--- config.mk ---
export PLATFORM = sky130hd
export DESIGN_NAME = lut_cfg_loader
export DESIGN_NICKNAME = d
export VERILOG_FILES = /design/src/rtl/lut_cfg_loader.sv
export SDC_FILE = /design/constraint.sdc
export NUM_CORES = 1
export LEC_CHECK = 0
export CAP_MARGIN = 20
export CELL_PAD_IN_SITES_DETAIL_PLACEMENT = 1
export CELL_PAD_IN_SITES_GLOBAL_PLACEMENT = 2
export CORE_UTILIZATION = 39
export CTS_CLUSTER_SIZE = 14
export DETAILED_ROUTE_END_ITERATION = 8
export PLACE_DENSITY = 0.9
export SYNTH_ARGS = -nofsm -noshare
export SYNTH_HDL_FRONTEND = slang
export SYNTH_SLANG_ARGS = --single-unit
--- constraint.sdc ---
create_clock -name clk -period 4.5 [get_ports clk]
set_clock_uncertainty 0.05 [all_clocks]
set_input_delay 0.675 -clock clk [delete_from_list [all_inputs] [get_ports clk]]
set_output_delay 0.675 -clock clk [all_outputs]
set_load 0.01 [all_outputs]
--- src/rtl/lut_cfg_loader.sv ---
`default_nettype none
// ============================================================================
// Module      : lut_cfg_loader
// Description : Serial loader for the configurable-cell truth tables. Takes a
//               framed MSB-first bit stream, checks even parity, and commits
//               all 4-bit tables to lut_cfg in a single edge.
// Revision    : 1.0 - initial release
// ============================================================================
module lut_cfg_loader #(
  parameter int N_CELLS = 4
) (
  input  logic                   clk,
  input  logic                   rst,
  input  logic                   cfg_start,
  input  logic                   cfg_valid,
  input  logic                   cfg_bit,
  output logic                   cfg_ready,
  output logic                   busy,
  output logic                   cfg_done,
  output logic                   cfg_err,
  output logic [4*N_CELLS-1:0]   lut_cfg
);

  localparam int CFG_BITS = 4 * N_CELLS;
  localparam int CNT_W    = $clog2(CFG_BITS + 1);

  typedef enum logic [1:0] {
    S_IDLE   = 2'd0,
    S_SHIFT  = 2'd1,
    S_PARITY = 2'd2,
    S_COMMIT = 2'd3
  } state_t;

  state_t              r_state;
  state_t              w_next;
  logic [CFG_BITS-1:0] r_shadow;
  logic [CNT_W-1:0]    r_cnt;
  logic                r_ready;
  logic                r_done;
  logic                r_err;
  logic [CFG_BITS-1:0] r_lut;

  logic w_xfer;
  logic w_restart;
  logic w_last_data;
  logic w_par_ok;
  logic w_par_err;

  // Handshake and frame-control qualifiers; a start during COMMIT is dropped
  always_comb begin
    w_xfer      = cfg_valid && r_ready;
    w_restart   = cfg_start && (r_state != S_COMMIT);
    w_last_data = (r_cnt == CNT_W'(CFG_BITS - 1));
    w_par_ok    = (cfg_bit == (^r_shadow));
    w_par_err   = (r_state == S_PARITY) && !cfg_start && w_xfer && !w_par_ok;
  end

  // State register
  always_ff @(posedge clk or posedge rst) begin
    if (rst) begin
      r_state <= S_IDLE;
    end else begin
      r_state <= w_next;
    end
  end

  // Next-state logic; a start outside COMMIT always restarts the frame
  always_comb begin
    w_next = r_state;
    case (r_state)
      S_IDLE: begin
        if (cfg_start) w_next = S_SHIFT;
      end
      S_SHIFT: begin
        if (cfg_start)                 w_next = S_SHIFT;
        else if (w_xfer && w_last_data) w_next = S_PARITY;
      end
      S_PARITY: begin
        if (cfg_start)   w_next = S_SHIFT;
        else if (w_xfer) w_next = w_par_ok ? S_COMMIT : S_IDLE;
      end
      S_COMMIT: begin
        w_next = S_IDLE;
      end
      default: w_next = S_IDLE;
    endcase
  end

  // Datapath: shadow shift, bit count, flags and the atomic table commit
  always_ff @(posedge clk or posedge rst) begin
    if (rst) begin
      r_shadow <= '0;
      r_cnt    <= '0;
      r_ready  <= 1'b0;
      r_done   <= 1'b0;
      r_err    <= 1'b0;
      r_lut    <= {N_CELLS{4'b1000}};
    end else begin
      // ready is registered from the next state so it never depends on cfg_valid
      r_ready <= (w_next == S_SHIFT) || (w_next == S_PARITY);
      r_done  <= (r_state == S_COMMIT);

      if (w_restart) begin
        r_shadow <= '0;
        r_cnt    <= '0;
        r_err    <= 1'b0;
      end else if ((r_state == S_SHIFT) && w_xfer) begin
        r_shadow <= {r_shadow[CFG_BITS-2:0], cfg_bit};
        r_cnt    <= r_cnt + CNT_W'(1);
      end

      if (w_par_err) begin
        r_err <= 1'b1;
      end

      if (r_state == S_COMMIT) begin
        r_lut <= r_shadow;
      end
    end
  end

  assign cfg_ready = r_ready;
  assign busy      = (r_state != S_IDLE);
  assign cfg_done  = r_done;
  assign cfg_err   = r_err;
  assign lut_cfg   = r_lut;

endmodule
`default_nettype wire

==> reports/metrics.csv <==
stage;metric;value;unit
run_status;status;finished clean;
worst_setup_path;crit_required;4.69;ns
yosys;ys_async_sr_fraction;100.0;%
global_routing;grt_overflow_total;0;
die;die_x;70.79;um
worst_setup_path;cp-startpoint;cfg_valid;
clock_tree;tritoncts;yes;
placement;io_buffers;24;
cells_and_area;stdcell_area;2226;um^2
worst_setup_path;crit_arrival;2.51;ns
clock_tree;clock-root-buffer;clkbuf_8;
die;rows;24;
yosys;synth_top_cell_by_area;dfrtp_1;
clock_tree;cts_buffers;5;
route;routedWlPerCell;16.51;um
route;drc_errors;0;
route;vias;1211;
cells_and_area;area_growth;20.61;%
yosys;synth_flop_cell;dfrtp_1;
cells_and_area;layout.nets;184;
pwr;ir_drop;0.1602;mV
clock_tree;cts_max_path_buffers;2;
yosys;synth_edf_count;0;
worst_setup_path;cp_max_fo;12;
job;cap_violations;0;
timing;drv_slew;0;
yosys;synth_seq_cells;42;
hold_path;hold_path.class;flip-flop to flip-flop;
timing;tightest_slew;0.8903;ns
global_routing;grt_max_degree;43;
worst_setup_path;cpPeakStageDelay;0.60;ns
yosys;avgSynthCellArea;12.22;um^2
yosys;ys_warn_count;0;
yosys;syn_nets;158;
placement;dpl.hpwl;2.656;mm
clock_tree;path_clk_slew;0.08;ns
clock_tree;post_cts_resized;0;
worst_setup_path;end_kind;flip-flop;
timing;timing.fmax;0.4311;GHz
route;drt_iter0_drc;86;
timing;whs;0.4555;ns
route;drtPass1Iterations;6;
global_routing;antenna_found_initial;0;
clock_tree;insertion_delay;0.30;ns
timing;finalSetupViolCount;0;
yosys;synth_top_area_share;51.53;%
worst_setup_path;crit_type;primary input to flip-flop;
pwr;power.leakage;1.011;nW
die;die-area;5011;um^2
timing;slew-limit-headroom;40.51;%
clock_tree;cts_hold_buf;0;
clock_tree;postCtsSetupBuffers;0;
placement;placed_cell_area;2135;um^2
die;io_pins;25;
worst_setup_path;reg2reg_from;r_state[0];
yosys;synthCells;151;
cells_and_area;fin_cells;230;
placement;placed_cells;222;
global_routing;grt_pass1_vias;1302;
yosys;synth-seq-area-share;57.22;%
yosys;netlist_area;1846;um^2
die;initial_utilization;41.53;%
pwr;power_density;301.3;nW/um^2
route;vias_per_cell;5.265;
global_routing;grt_pass1_wl;6.492;mm
hold_path;holdCritStartpoint;r_cnt[4];
route;ant_nets;0;
cells_and_area;layout_common_cells;dfrtp_1 (38), nand2_1 (25), clkdlybuf4s50_1 (24);
die;die_h;70.79;um
placement;gp_congestion;0.7246;
cells_and_area;diodes;0;
timing;fin_crit;2.320;ns
clock_tree;clkSinkCount;42;
cells_and_area;fillCellCount;475;
cells_and_area;layout_commonest_cell;dfrtp_1;
die;coreArea;4444;um^2
timing;rsz0062_at_grt;false;
worst_setup_path;worstPathCellList;clkdlybuf4s50_1 > nand3_1 > nor2_1 > mux2_2;
route;drt_wl_total;3.797;mm
pwr;total_power;670.7;uW
cells_and_area;multi_input_area;754.5;um^2
yosys;synth.distinct_cells;27;
clock_tree;htreeDepth;2;
cells_and_area;seqCellArea;1056;um^2
yosys;synth.area.top_cells;dfrtp_1 (52%), mux2_2 (10%), dfstp_2 (5.7%);
cells_and_area;drive_gt1_share;17.42;%
timing;period_share;51.55;%
global_routing;grtUsageTotal;17.21;%
worst_setup_path;crit_path_top_delay_cell;clkdlybuf4s50_1;
timing;final-hold-violation-count;0;
worst_setup_path;start_kind;primary input;
timing;setup_tns;0;ns
[through the flow]
step / setup slack [ns] / util [%]
global route: 2.066 / 50.08
finish: 2.180 / 50.08
global placement: 2.037 / 48.03
detailed placement: 1.869 / 48.03
CTS: 2.186 / 50.08
floorplan: 2.797 / -
[cell families (layout without fill, tap and decap cells)]
kind of cell,count (synthesis),after routing,synth area share (%)
fa+ha+maj,2,2,1.356
xor+xnor,14,14,9.628
simple gates,40,40,9.627
mux,17,17,10.37
buf+inv,9,36,1.898
compound gates,27,27,9.899
flops,42,42,57.22
[report_power, final]
group          switching (mW)  internal, mW  leakage [nW]
clock                   0.128         0.124        0.0482
combinational          0.0224        0.0139         0.403
sequential            0.00292         0.380         0.559
total                   0.153         0.518          1.01
[final cells by class]
cell class | count | share of cell area (%)
clock buffers | 7 | 3.879
clock inverters | 1 | 0.2248
inverters | 3 | 0.5059
multi-input cells | 100 | 33.90
flip-flops and latches | 42 | 47.44
well taps | 52 | 2.923
repair buffers | 25 | 11.13
[final timing paths]
| check | endpoint | slack, ns | cells after the start |
|---|---|---|---|
| worst max-delay path | r_cnt[0] | 2.18 | 4 |
| worst min-delay path | r_cnt[4] | 0.46 | 2 |
| worst max register to register | r_cnt[0] | 2.35 | 3 |
| worst min register to register | r_cnt[4] | 0.46 | 2 |
| max in group asynchronous | lut_cfg[3] | 3.26 | 3 |
| min in group asynchronous | lut_cfg[0] | 0.77 | 3 |
[state kept, by name, summed over array words and instances, names as in the netlist]
name	cells
r_state	2
cfg_ready	1
r_cnt	5
cfg_done	1
r_shadow	16
cfg_err	1
lut_cfg	16
[layer usage]
| layer | GRT usage (%) | vias up | part of all wire (%) |
|---|---|---|---|
| met2 | 27.56 | 24 | 48 |
| met1 | 22.32 | 609 | 47 |
| met4 | 6.667 | 0 | 1.5 |
| met5 | 0 | - | 0 |
| met3 | 4.843 | 5 | 3.6 |
| li1 | - | 573 | - |
[critical path, delay by kind of cell]
family,cells,cell delay (ns)
and+or+nand+nor,2,0.98
muxes,1,0.25
buffers and inverters,1,0.60
[cell usage after synthesis (2+ instances only)]
master    number
dfrtp_1       38
nand2_1       25
mux2_2        17
a21oi_1       13
a22o_1         8
xnor2_1        8
clkbuf_1       5
dfstp_2        4
nor2_1         4
xnor3_1        4
inv_1          3
nand3_1        3
and3_1         2
ha_1           2
nor2b_1        2
xor2_1         2
(Power assumes the default switching activity.)
